### src/rtl/alarm_pwm_ctrl.sv
// Three-level temperature alarm driver: per-period ADC classification with
// hysteresis and a consecutive-tick filter, latched ALARM, and a level-dependent PWM.
module alarm_pwm_ctrl #(
  parameter int DATA_W   = 8,
  parameter int PERIOD   = 233001,
  parameter int IDLE_ON  = 20,
  parameter int ALARM_ON = 230000,
  parameter int WARN_TH  = 50,
  parameter int ALARM_TH = 60,
  parameter int HYST     = 2,
  parameter int FILT_PER = 4
) (
  input  logic              clk,
  input  logic              reset,
  input  logic [DATA_W-1:0] adc,
  input  logic              ack,
  output logic              pwm,
  output logic [1:0]        level,
  output logic              tick
);

  localparam int CNT_W  = (PERIOD > 1) ? $clog2(PERIOD) : 1;
  localparam int FCNT_W = (FILT_PER > 1) ? $clog2(FILT_PER) : 1;

  localparam logic [CNT_W-1:0]  CNT_LAST  = CNT_W'(PERIOD - 1);
  localparam logic [FCNT_W-1:0] FCNT_LAST = FCNT_W'(FILT_PER - 1);
  localparam logic [DATA_W-1:0] A_HI      = DATA_W'(ALARM_TH);
  localparam logic [DATA_W-1:0] A_LO      = DATA_W'(ALARM_TH - HYST);
  localparam logic [DATA_W-1:0] W_HI      = DATA_W'(WARN_TH);
  localparam logic [DATA_W-1:0] W_LO      = DATA_W'(WARN_TH - HYST);
  localparam logic [31:0]       IDLE_ON_U  = 32'(IDLE_ON);
  localparam logic [31:0]       ALARM_ON_U = 32'(ALARM_ON);

  localparam logic [1:0] L_IDLE  = 2'd0;
  localparam logic [1:0] L_WARN  = 2'd1;
  localparam logic [1:0] L_ALARM = 2'd2;

  logic [CNT_W-1:0]  cnt_q, cnt_d;
  logic [1:0]        level_q, level_d;
  logic [FCNT_W-1:0] fcnt_q, fcnt_d;
  logic              ack_flag_q, ack_flag_d;
  logic              phase_q, phase_d;

  logic              is_tick;
  logic              ack_eff;
  logic [1:0]        cand;
  logic [31:0]       cnt_ext;

  assign is_tick = (cnt_q == CNT_LAST);
  assign cnt_ext = 32'(cnt_q);

  always_ff @(posedge clk or posedge reset) begin
    if (reset) begin
      cnt_q      <= '0;
      level_q    <= L_IDLE;
      fcnt_q     <= '0;
      ack_flag_q <= 1'b0;
      phase_q    <= 1'b0;
    end else begin
      cnt_q      <= cnt_d;
      level_q    <= level_d;
      fcnt_q     <= fcnt_d;
      ack_flag_q <= ack_flag_d;
      phase_q    <= phase_d;
    end
  end

  always_comb begin
    cnt_d   = is_tick ? '0 : cnt_q + 1'b1;
    // An ack arriving on the tick cycle itself must release the latch for that tick.
    ack_eff = ack_flag_q | (ack & (level_q == L_ALARM));

    if (adc >= A_HI)                              cand = L_ALARM;
    else if ((level_q == L_ALARM) && (adc >= A_LO)) cand = L_ALARM;
    else if (adc >= W_HI)                         cand = L_WARN;
    else if ((level_q != L_IDLE) && (adc >= W_LO))  cand = L_WARN;
    else                                          cand = L_IDLE;

    level_d    = level_q;
    fcnt_d     = fcnt_q;
    phase_d    = phase_q;
    ack_flag_d = ack_eff;

    if (is_tick) begin
      if (cand == level_q) begin
        fcnt_d = '0;
      end else if (cand == L_ALARM) begin
        level_d = L_ALARM;
        fcnt_d  = '0;
      end else if ((level_q == L_ALARM) && !ack_eff) begin
        fcnt_d = '0;
      end else if (fcnt_q == FCNT_LAST) begin
        level_d = cand;
        fcnt_d  = '0;
      end else begin
        fcnt_d = fcnt_q + FCNT_W'(1);
      end
      // A level change restarts the WARN alternation on a long period.
      phase_d = (level_d != level_q) ? 1'b0 : ~phase_q;
    end

    if (level_d != L_ALARM) ack_flag_d = 1'b0;
  end

  always_comb begin
    tick  = is_tick;
    level = level_q;
    case (level_q)
      L_ALARM: pwm = (cnt_ext < ALARM_ON_U);
      L_WARN:  pwm = phase_q ? (cnt_ext < IDLE_ON_U) : (cnt_ext < ALARM_ON_U);
      default: pwm = (cnt_ext < IDLE_ON_U);
    endcase
  end

endmodule

### config.mk
export PLATFORM = sky130hd
export DESIGN_NAME = alarm_pwm_ctrl
export DESIGN_NICKNAME = d
export VERILOG_FILES = /design/src/rtl/alarm_pwm_ctrl.sv
export SDC_FILE = /design/constraint.sdc
export NUM_CORES = 1
export LEC_CHECK = 0
export BUFFER_PORTS_ARGS = -buffer_cell sky130_fd_sc_hd__buf_2
export CAP_MARGIN = 10
export CORE_AREA = 2 2 79 81
export CTS_BUF_LIST = sky130_fd_sc_hd__clkbuf_2 sky130_fd_sc_hd__clkbuf_4 sky130_fd_sc_hd__clkbuf_8
export DETAILED_ROUTE_END_ITERATION = 10
export DIE_AREA = 0 0 81 83
export GPL_ROUTABILITY_DRIVEN = 0
export GPL_TIMING_DRIVEN = 0
export HOLD_SLACK_MARGIN = 0.12
export PLACE_DENSITY = 0.49
export SYNTH_ARGS = -nofsm -noshare
export SYNTH_HDL_FRONTEND = slang
export SYNTH_SLANG_ARGS = --single-unit
### constraint.sdc
create_clock -name clk -period 5 [get_ports clk]
set_clock_uncertainty 0.2 [all_clocks]
set_input_delay 1 -clock clk [delete_from_list [all_inputs] [get_ports clk]]
set_output_delay 1 -clock clk [all_outputs]
set_load 0.03 [all_outputs]
==> Yosys cells after proc, flatten, opt, wreduce, memory -nomap -nowiden <==
Index checks and enable logic that the tools add are counted.
{ "word_totals": {"reg_bits": 24, "out_inout_bits": 4} }
{ "classes": {"n_addsub": 2, "n_lt_le_gt_ge": 6, "n_eq_ne": 8, "muxes": 19, "bitwise": 3, "reduce_logical": 5} }
{ "ops": {"columns": ["cell", "count"], "rows": [
  ["$ge A8 B6 Y1 const B", 4],
  ["$mux W2", 12],
  ["$add A18 B1 Y18 const B", 1],
  ["$eq A18 B18 Y1 const B", 1],
  ["$lt A18 B18 Y1 const B", 1],
  ["$lt A18 B5 Y1 const B", 1],
  ["$mux W18", 1],
  ["$eq A2 B2 Y1 const B", 3],
  ["$mux W1", 5],
  ["$logic_and A1 B1 Y1", 3],
  ["$add A2 B1 Y2 const B", 1],
  ["$eq A2 B1 Y1 const B", 1],
  ["$eq A2 B2 Y1", 1],
  ["$ne A2 B2 Y1", 1],
  ["$ne A2 B2 Y1 const B", 1],
  ["$pmux W1 S2", 1],
  ["$reduce_bool A2 Y1", 1],
  ["$and A1 B1 Y1", 1],
  ["$logic_not A1 Y1", 1],
  ["$not A1 Y1", 1],
  ["$or A1 B1 Y1", 1]
]} }

==> Logic depth before layout (Yosys ltp) <==
Gate-level depths: netlist (run 1).
{ "depth": {"ltp_word": 14, "depth_mapped": 8, "depth_no_buf": 7} }

==> Least setup slack after synthesis (run 1) <==
No wires, ideal clock.
{ "synth_timing": {"kind": "register -> output", "start": "reg cnt_q[0]", "end": "out tick", "arrival_time_ps": 1607, "t_required_ps": 3800, "setup_slack_ps": 2193, "path_stages_with_launch": 8, "path_cell_list": "dfrtp_1 > inv_1 > ha_1 > and4bb_2 > nor3b_1 > nand2_1 > inv_1 > buf_2"} }
{ "synth_between": {"elab_chain_len": 1} }
{ "synth_rtl": {"columns": ["element", "line", "source"], "rows": [
  ["from (decl)", "38", "logic [CNT_W-1:0] cnt_q, cnt_d;"],
  ["from (signal assigned)", "60", "cnt_q <= cnt_d;"],
  ["$eq A18 B18 Y1", "49", "assign is_tick = (cnt_q == CNT_LAST);"],
  ["to (decl)", "19", "output logic tick"]
]} }
No other way between the ends.

==> Worst setup path after layout (run 1) <==
Same ends and word-level chain as after synthesis.

==> results of run 1 <==
==> power breakdown <==
group          switching (W)  internal [W]
logic             0.00000803    0.00000391
clock network      0.0000627     0.0000703
registers                  0      0.000194
total              0.0000707      0.000268
==> cell families (layout without fill, tap and decap cells) <==
group | Yosys count | count (layout) | synth area share, %
and+or+nand+nor | 65 | 65 | 25.0
AOI/OAI and AO/OA | 31 | 31 | 15.2
xor gates and xnor gates | 12 | 12 | 7.43
adders and majority gates | 6 | 6 | 5.30
muxes | 1 | 1 | 0.707
buffers and inverters | 13 | 30 | 3.89
DFF | 24 | 24 | 42.4
==> placed cells by master, fill, tap and decap left out, types with 3 or more instances in the layout <==
cell,Yosys,layout
nand2_1,10,10
xnor2_1,6,6
a21oi_1,5,5
inv_1,9,9
o21ai_0,7,7
xor2_1,6,6
a21boi_0,3,3
buf_2,2,15
a31o_2,3,3
nand3_1,6,6
ha_1,6,6
dfrtp_1,24,24
or4_1,3,3
nor3_1,7,7
nor4_1,3,3
or3_1,3,3
clkbuf_8,0,4
nor2_1,13,13
nand4_1,5,5
and3_1,3,3
==> layout make-up <==
| class | instances | area, um2 |
|---|---|---|
| Tap cell | 75 | 93.8 |
| Sequential cell | 24 | 601 |
| Fill cell | 640 | 4190 |
| Multi-Input combinational cell | 115 | 759 |
| Buffer | 4 | 21.3 |
| Timing Repair Buffer | 13 | 65.1 |
| Inverter | 9 | 33.8 |
| Clock buffer | 4 | 55.1 |
==> registers in the layout (all words and copies together), names as in the netlist <==
name,cells
ack_flag_q,1
cnt_q,18
fcnt_q,2
level,2
phase_q,1
==> per-stage QoR <==
step                      total power [W]  cell area (um2)  cells  hold slack, ps
after global routing             0.000356             1630    244             327
after detailed placement         0.000210             1570    240             282
after CTS                        0.000346             1630    244             300
after floorplan                  0.000204             1420    152             257
final                            0.000339             1630    244             302
after global placement           0.000210             1570    240             288
==> layer usage <==
metal	vias up	track usage [%]	wire [um]
li1	586	-	-
met1	545	13.6	1570
met2	14	14.6	1350
met3	2	2.61	84
met4	0	1.39	15
met5	-	0	0
==> path summary, 6_finish.rpt <==
check / cells past startpoint / end
min in group asynchronous: 2 / ack_flag_q$_DFF_PP0_
max in group asynchronous: 2 / cnt_q[6]$_DFF_PP0_
worst min-delay path: 1 / cnt_q[14]$_DFF_PP0_
worst max-delay path: 8 / tick
worst max register to register: 8 / level[1]$_DFF_PP0_
worst min register to register: 1 / cnt_q[14]$_DFF_PP0_
==> critical path: cells and delay by family (launching register included) <==
kind / cells / cell delay (ps)
and+or+nand+nor: 3 / 1010
buffers and inverters: 4 / 710
DFF: 1 / 430
adders and majority gates: 1 / 140
==> impl_metrics.tcl, run 1 <==
set metrics [dict create \
    die_w_um 81 \
    cp_max_fo 10 \
    grt_max_degree 25 \
    die-area_mm2 0.00672 \
    synth_edf_count 0 \
    grt_first_pass_wirelength_um 5160 \
    initial_core_util_pct 24.3 \
    utilization_pct 28.0 \
    yosys_most_used_dff "dfrtp_1" \
    ant_nets 0 \
    r2r_slack_ps 2530 \
    hold_class "flip-flop to flip-flop" \
    synth_cells 152 \
    timing.critical_path.required_ps 3800 \
    layout_setup_ws_ps 1250 \
    placement_rows 28 \
    path_clk_slew_ps 90 \
    layout.nets 187 \
    fmaxAchievable_ghz 0.266 \
    port_buffers 13 \
    yosys.area.top_type "dfrtp_1" \
    synth_largest_type_area_fraction_pct 42.4 \
    cp-end-kind "primary output" \
    syn_area_per_cell_um2 9.31 \
    slew_headroom_pct 37.7 \
    crit_start "cnt_q[0]$_DFF_PP0_" \
    synth_commonest_cells "dfrtp_1, nor2_1, nand2_1" \
    synth_cell_type_count 42 \
    synth-seq-area-share_pct 42.4 \
    yosysWarnings 0 \
    clock_sinks 24 \
    grt_antenna_before_repair 0 \
    syn-cell-area_mm2 0.00142 \
    clockBufferDepth 2 \
    critical_path_class "flip-flop to primary output" \
    core_area_mm2 0.00582 \
    cts_root_buf "clkbuf_8" \
    fp.dieH_um 83 \
    peakVddDrop_mv 0.0917 \
    cellPowerDensity_mw_per_mm2 208 \
    cap_violations 0 \
    top_level_ports 15 \
    crit_arrival_ps 2550 \
    rsz0062_at_grt "no" \
    cts_buffers 3 \
    cp_slowest_cell "nor3b_1" \
    drt-wirelength-per-cell_um 12.4 \
    drtPass1Iterations 4 \
    post-cts-setup-buffers 0 \
    setup_viol 0 \
    cp_cell_sequence "inv_1 > ha_1 > and4bb_2 > nor3b_1 > nand2_1 > inv_1 > buf_2 > buf_2" \
    hold_viol 0 \
    antennaDiodeCount 0 \
    maxSlewViolCount 0 \
    cts.htree.levels 1 \
    post-place-ws_ps 1560 \
    worst_slew_pin_slew_ps 934 \
    period_minus_slack_ps 3750 \
    r2r-start "cnt_q[0]$_DFF_PP0_" \
    grt_overflow 0 \
    syn-num-nets 169 \
    status "finished, final reports clean" \
    cpPeakStageDelay_ps 500 \
    routed-via-count 1147 \
    clk_latency_ps 260 \
    hp-start "cnt_q[14]$_DFF_PP0_" \
    wl_um 3020 \
    track_usage_pct 9.51 \
    grt_pass1_vias 1096 \
    yosysMostFrequentCell "dfrtp_1" \
    power.leakage_nw 0.696 \
    finalCritPeriodShare_pct 75.1 \
    syn2layout_area_growth_pct 15.1 \
    drc 0 \
    dp_hpwl_um 2270 \
    critPathLaunchType "flip-flop" \
    vias_per_cell 4.70 \
    async_reset_ff_share_pct 100 \
    synth_area_leaders "dfrtp_1, ha_1, xnor2_1" \
    setup_tns_ps 0 \
    cts_tree "built" \
    dr.first_iter.drc_count 49 \
    cts_resized 0 \
    drive_gt1_share_pct 15.4 \
    cts.hold.buffers_added 0 \
    synth-seq-cells 24 \
]
(Power assumes the default switching activity.)
==> inputs of run 2 (changes only) <==
--- a/config.mk
+++ b/config.mk
@@ -5,12 +5,13 @@
 export SDC_FILE = /design/constraint.sdc
 export NUM_CORES = 1
 export LEC_CHECK = 0
+export ABC_AREA = 1
 export BUFFER_PORTS_ARGS = -buffer_cell sky130_fd_sc_hd__buf_2
 export CAP_MARGIN = 10
-export CORE_AREA = 2 2 79 81
+export CORE_AREA = 2 2 83 85
 export CTS_BUF_LIST = sky130_fd_sc_hd__clkbuf_2 sky130_fd_sc_hd__clkbuf_4 sky130_fd_sc_hd__clkbuf_8
 export DETAILED_ROUTE_END_ITERATION = 10
-export DIE_AREA = 0 0 81 83
+export DIE_AREA = 0 0 85 87
 export GPL_ROUTABILITY_DRIVEN = 0
 export GPL_TIMING_DRIVEN = 0
 export HOLD_SLACK_MARGIN = 0.12
==> constraint.sdc (replaced) <==
create_clock -name clk -period 3.6 [get_ports clk]
set_clock_uncertainty 0.2 [all_clocks]
set_input_delay 0.72 -clock clk [delete_from_list [all_inputs] [get_ports clk]]
set_output_delay 0.72 -clock clk [all_outputs]
set_load 0.03 [all_outputs]
==> run 2 against run 1 <==
Combinational power grew 58%. Non-clock buffer count shrank 4. Sequential cell count is the same. Synthesized area grew 12%.
==> impl_metrics.tcl, run 2 <==
set metrics [dict create \
    routed-via-count 1356 \
    worstRegToRegCells 9 \
    layout_setup_ws_ps 854 \
    track_usage_pct 10.5 \
    synth_edf_count 0 \
    comb_power_share_pct 3.5 \
    synth_top_family_by_area "simple AND/OR/NAND/NOR gates" \
    rsz0062_at_grt "no" \
    cts.htree.levels 1 \
    synth_commonest_cells "nand2_1, inv_1, dfrtp_1" \
    hold_path_depth 2 \
    clock_sinks 24 \
    worst_slew_pin_slew_ps 951 \
    cts.hold.buffers_added 0 \
    yosysWarnings 0 \
    die_w_um 85 \
    fp.dieH_um 87 \
    syn_area_per_cell_um2 7.54 \
    intPower_w 0.000424 \
    cts_root_buf "clkbuf_8" \
    synth-seq-cells 24 \
    regMostFlops "cnt_q" \
    power.leakage_nw 0.904 \
    setup_viol 0 \
    grt_first_pass_wirelength_um 6330 \
    layout.nets 246 \
    hold_viol 0 \
    clk_latency_ps 280 \
    syn2layout_area_growth_pct 14.9 \
    post-cts-setup-buffers 0 \
    syn-cell-area_mm2 0.00159 \
    switchingPower_w 0.000109 \
    cts_tree "built" \
    cts_resized 0 \
    drt-wirelength-per-cell_um 11.5 \
    critical_path_class "flip-flop to primary output" \
    async_reset_ff_share_pct 100 \
    cts_buffers 3 \
    hold_class "flip-flop to flip-flop" \
    clockBufferDepth 2 \
    synth_cells 211 \
    cp-end-kind "primary output" \
    peakVddDrop_mv 0.129 \
    drtPass1Iterations 4 \
    yosys.area.top_type "dfrtp_1" \
    largest_reg_flops 18 \
    status "finished, final reports clean" \
    synth_largest_type_area_fraction_pct 37.8 \
    sw_frac_of_total_pct 20.4 \
    layout_commonest_cell "nand2_1" \
    ant_nets 0 \
    drc 0 \
    vias_per_cell 4.40 \
    setup_tns_ps 0 \
    grt_pass1_vias 1360 \
    placement_rows 30 \
    drive_gt1_share_pct 14.5 \
    clkPwrFrac_pct 46.0 \
    yosys_most_used_dff "dfrtp_1" \
    grt_antenna_before_repair 0 \
    yosys.area_share.xor_xnor_pct 7.16 \
    core_area_mm2 0.00657 \
    crit_arrival_ps 1830 \
    slew_headroom_pct 36.5 \
    power_frac_seq_pct 50.5 \
    critPathLaunchType "flip-flop" \
    initial_core_util_pct 24.2 \
    final_cell_mix "nand2_1, inv_1, dfrtp_1" \
    maxSlewViolCount 0 \
    dp_hpwl_um 2700 \
    synth_adder_area_share_pct 4.72 \
    timing.critical_path.required_ps 2680 \
    grt_overflow 0 \
    yosysMostFrequentCell "nand2_1" \
    path_clk_slew_ps 100 \
    period_minus_slack_ps 2750 \
    grt_max_degree 25 \
    fmaxAchievable_ghz 0.364 \
    finalCritPeriodShare_pct 76.3 \
    port_buffers 13 \
    syn-num-nets 228 \
    cap_violations 0 \
    synth_cell_type_count 29 \
    synth_mux_area_share_pct 0 \
    synth-seq-area-share_pct 37.8 \
    antennaDiodeCount 0 \
    synth_compound_gate_area_share_pct 6.69 \
    synthSimpleGateAreaFrac_pct 34.9 \
    dr.first_iter.drc_count 71 \
    top_level_ports 15 \
    die-area_mm2 0.00740 \
    synth_area_leaders "dfrtp_1, nand2_1, inv_1" \
    post-place-ws_ps 1190 \
    cellPowerDensity_mw_per_mm2 292 \
    wl_um 3550 \
    cp_max_fo 6 \
]
[run 2: cell count changes after synthesis, sizes merged, moves of 5 or more]
cell	previous run	this run
nand2	10	44
nand3	7	18
inv	9	37
xnor2	6	1
xor2	6	12
nor2	13	25
[run 2: through the flow]
stage | area [um2] | util [%] | power (W) | hold slack [ps] | cells
after detailed placement | 1760 | 26.7 | 0.000294 | 274 | 304
after CTS | 1830 | 27.8 | 0.000540 | 297 | 308
after global routing | 1830 | 27.8 | 0.000555 | 316 | 308
final | 1830 | 27.8 | 0.000533 | 294 | 308
after global placement | 1760 | 26.7 | 0.000294 | 272 | 304
after floorplan | 1590 | - | 0.000286 | 253 | 211
[run 2: per-layer routing]
layer	up-vias	wire length, um	GRT usage (%)
li1	712	-	-
met1	611	1880	14.9
met2	29	1500	16.1
met3	4	145	2.09
met4	0	26	2.89
met5	-	0	0
[run 2: logic make-up (layout without fill, tap and decap cells)]
logic type	count (synthesis)	in the layout
AO/OA/AOI/OAI	18	18
XOR/XNOR	13	13
adder cells (fa/ha/maj)	6	6
buffers and inverters	37	54
flip-flops	24	24
AND/OR/NAND/NOR	113	113
[run 2: cell type report]
class                   count  area (um2)
inverters                  37         139
fillers                   692        4740
clock inverters             1        30.0
repair buffers             13        65.1
multi-input cells         150         851
well taps                  80         100
clock buffers               3        41.3
flip-flops and latches     24         601
[run 2: path summary, 6_finish.rpt]
path,startpoint,end,slack [ps]
max in group asynchronous,reset,fcnt_q[0]$_DFFE_PP0P_,2160
min,fcnt_q[1]$_DFFE_PP0P_,fcnt_q[1]$_DFFE_PP0P_,290
max,cnt_q[0]$_DFF_PP0_,tick,850
min reg2reg,fcnt_q[1]$_DFFE_PP0P_,fcnt_q[1]$_DFFE_PP0P_,290
min in group asynchronous,reset,cnt_q[8]$_DFF_PP0_,430
max reg2reg,level[0]$_DFF_PP0_,fcnt_q[0]$_DFFE_PP0P_,1430
[run 2: power groups by stage]
| stage | combinational (W) | sequential (W) | clock (W) |
|---|---|---|---|
| final | 0.0000188 | 0.000269 | 0.000245 |
| after global placement | 0.0000192 | 0.000275 | 0 |
| after CTS | 0.0000193 | 0.000269 | 0.000251 |
| after floorplan | 0.0000110 | 0.000275 | 0 |
| after global routing | 0.0000218 | 0.000269 | 0.000264 |
| after detailed placement | 0.0000192 | 0.000275 | 0 |
[run 2: worst max-delay path, cell delays in order, from the launching register on]
cell	delay, ps
dfrtp_1	480
inv_1	90
ha_1	160
nand4_1	130
nor4_2	410
buf_2	270
==> inputs of run 3 (changes only) <==
--- a/config.mk
+++ b/config.mk
@@ -15,7 +15,7 @@
 export GPL_ROUTABILITY_DRIVEN = 0
 export GPL_TIMING_DRIVEN = 0
 export HOLD_SLACK_MARGIN = 0.12
-export PLACE_DENSITY = 0.49
+export PLACE_DENSITY = 0.5
 export SYNTH_ARGS = -nofsm -noshare
 export SYNTH_HDL_FRONTEND = slang
 export SYNTH_SLANG_ARGS = --single-unit
==> constraint.sdc (replaced) <==
create_clock -name clk -period 2.33 [get_ports clk]
set_clock_uncertainty 0.2 [all_clocks]
set_input_delay 0.466 -clock clk [delete_from_list [all_inputs] [get_ports clk]]
set_output_delay 0.466 -clock clk [all_outputs]
set_load 0.03 [all_outputs]
==> run 3 against run 2 <==
First-iteration DRC count grew 9.9%. Final cell count grew 3.2%. Global-route usage decreased by 0.12 points. Combinational power is 53% higher. Critical path depth stayed put. Cell area rose by 6.8%. Hold slack worse by 120 ps. Critical path type unchanged. Critical endpoint unchanged. Highest routed layer unchanged.
==> impl_metrics.tcl, run 3 (same netlist as run 2, synthesis figures left out) <==
set metrics [dict create \
    sw_frac_of_total_pct 21.7 \
    placed_cell_area_mm2 0.00176 \
    port_buffers 13 \
    rsz0062_at_grt "yes" \
    final_cell_mix "nand2_1, inv_1, nor2_1" \
    hold_viol 0 \
    met1_usage_pct 13.3 \
    cts.htree.levels 1 \
    critPathLaunchType "flip-flop" \
    met3_usage_pct 1.80 \
    cp-end-kind "primary output" \
    dp_hpwl_um 2700 \
    hold_class "input pin to async pin" \
    initial_core_util_pct 24.2 \
    use_met2_pct 17.9 \
    status "finished, final reports clean" \
    critical_path_class "flip-flop to primary output" \
    top_level_ports 15 \
    antennaDiodeCount 0 \
    clock_sinks 24 \
    path_clk_slew_ps 90 \
    cp_max_fo 3 \
    peakVddDrop_mv 0.182 \
    layout.nets 256 \
    design_area_mm2 0.00195 \
    grt_antenna_before_repair 0 \
    r2r-start "level[1]$_DFF_PP0_" \
    switchingPower_w 0.000160 \
    gr-max-usage-layer "met2" \
    intPower_w 0.000577 \
    timing.critical_path.required_ps 1660 \
    fmaxAchievable_ghz 0.436 \
    clk_latency_ps 280 \
    utilization_pct 29.7 \
    crit_arrival_ps 1630 \
    track_usage_pct 10.3 \
    fp.dieH_um 87 \
    grt_first_pass_wirelength_um 6240 \
    cts_tree "built" \
    drtPass1Iterations 5 \
    maxSlewViolCount 0 \
    worst_slew_pin_slew_ps 912 \
    slew_headroom_pct 39.1 \
    regMostFlops "cnt_q" \
    cts_buffers 3 \
    core_area_mm2 0.00657 \
    ant_nets 0 \
    vias_per_cell 4.49 \
    cts.hold.buffers_added 0 \
    grt_pass1_vias 1377 \
    crit_start "cnt_q[1]$_DFF_PP0_" \
    finalCritPeriodShare_pct 98.4 \
    layout_setup_ws_ps 37.7 \
    cellPowerDensity_mw_per_mm2 377 \
    routed-via-count 1427 \
    grt_max_degree 25 \
    drt-wirelength-per-cell_um 11.6 \
    wl_um 3700 \
    clockBufferDepth 2 \
    layout_commonest_cell "nand2_1" \
    cap_violations 0 \
    grt_overflow 0 \
    placement_rows 30 \
    power.leakage_nw 0.940 \
    drive_gt1_share_pct 23.5 \
    post-place-ws_ps 103 \
    dr.first_iter.drc_count 78 \
    die_w_um 85 \
    period_minus_slack_ps 2290 \
    power_frac_seq_pct 56.5 \
    clkPwrFrac_pct 39.6 \
    cts_root_buf "clkbuf_8" \
    drc 0 \
    die-area_mm2 0.00740 \
    nFillCells 698 \
    syn2layout_area_growth_pct 22.7 \
    setup_tns_ps 0 \
    setup_viol 0 \
    largest_reg_flops 18 \
    comb_power_share_pct 3.9 \
    fin_hold_ws_ps 175 \
]
## run 3: cell types whose count changed in the layout (fill, tap and decap cells not counted), sizes merged
cell,change
buf,+10
clkbuf,+1
bufinv,-1
## run 3: timing repair
| action | CTS | global route |
|---|---|---|
| setup buffers | 3 | 7 |
| hold endpoints to repair | 0 | 0 |
| resized for setup | 7 | 14 |
| pin swaps | 1 | 3 |
| endpoints found under the setup margin | 2 | 2 |
## run 3: worst paths after layout
| check | endpoint | slack, ps | depth (start not counted) |
|---|---|---|---|
| worst max-delay path | tick | 40 | 5 |
| worst min-delay path | cnt_q[2]$_DFF_PP0_ | 180 | 2 |
| worst max register to register | fcnt_q[0]$_DFFE_PP0P_ | 290 | 10 |
| worst min register to register | fcnt_q[1]$_DFFE_PP0P_ | 290 | 2 |
| max in group asynchronous | level[1]$_DFF_PP0_ | 1140 | 2 |
| min in group clk | fcnt_q[1]$_DFFE_PP0P_ | 290 | 2 |
## run 3: worst max-delay path: stages (launching register included)
cell	delay, ps
dfrtp_1	410
inv_2	90
ha_4	130
nand4_1	140
nor4_4	350
buf_4	220
## run 3: area by class of cell
cell class,instances,area (um2),area share [%]
Inverter,37,141,7.24
Multi-Input combinational cell,150,905,46.3
Timing Repair Buffer,23,145,7.44
Tap cell,80,100,5.13
Clock buffer,4,55.1,2.82
Sequential cell,24,606,31.0
## run 3: power groups by stage
stage | Combinational (W) | Clock, W | Sequential, W
floorplan | 0.0000170 | 0 | 0.000424
global route | 0.0000341 | 0.000307 | 0.000416
CTS | 0.0000298 | 0.000292 | 0.000416
finish | 0.0000288 | 0.000292 | 0.000416
detailed placement | 0.0000298 | 0 | 0.000424
global placement | 0.0000299 | 0 | 0.000424
## run 3: per-layer routing
| metal | wire, um | up-vias |
|---|---|---|
| met2 | 1780 | 38 |
| met1 | 1730 | 644 |
| li1 | - | 738 |
| met3 | 143 | 7 |
| met5 | 0 | - |
| met4 | 42 | 0 |
## run 3: through the flow
| step | cells | power [W] |
|---|---|---|
| finish | 318 | 0.000737 |
| global route | 318 | 0.000757 |
| CTS | 311 | 0.000738 |
| global placement | 304 | 0.000454 |
| detailed placement | 304 | 0.000454 |
| floorplan | 211 | 0.000441 |
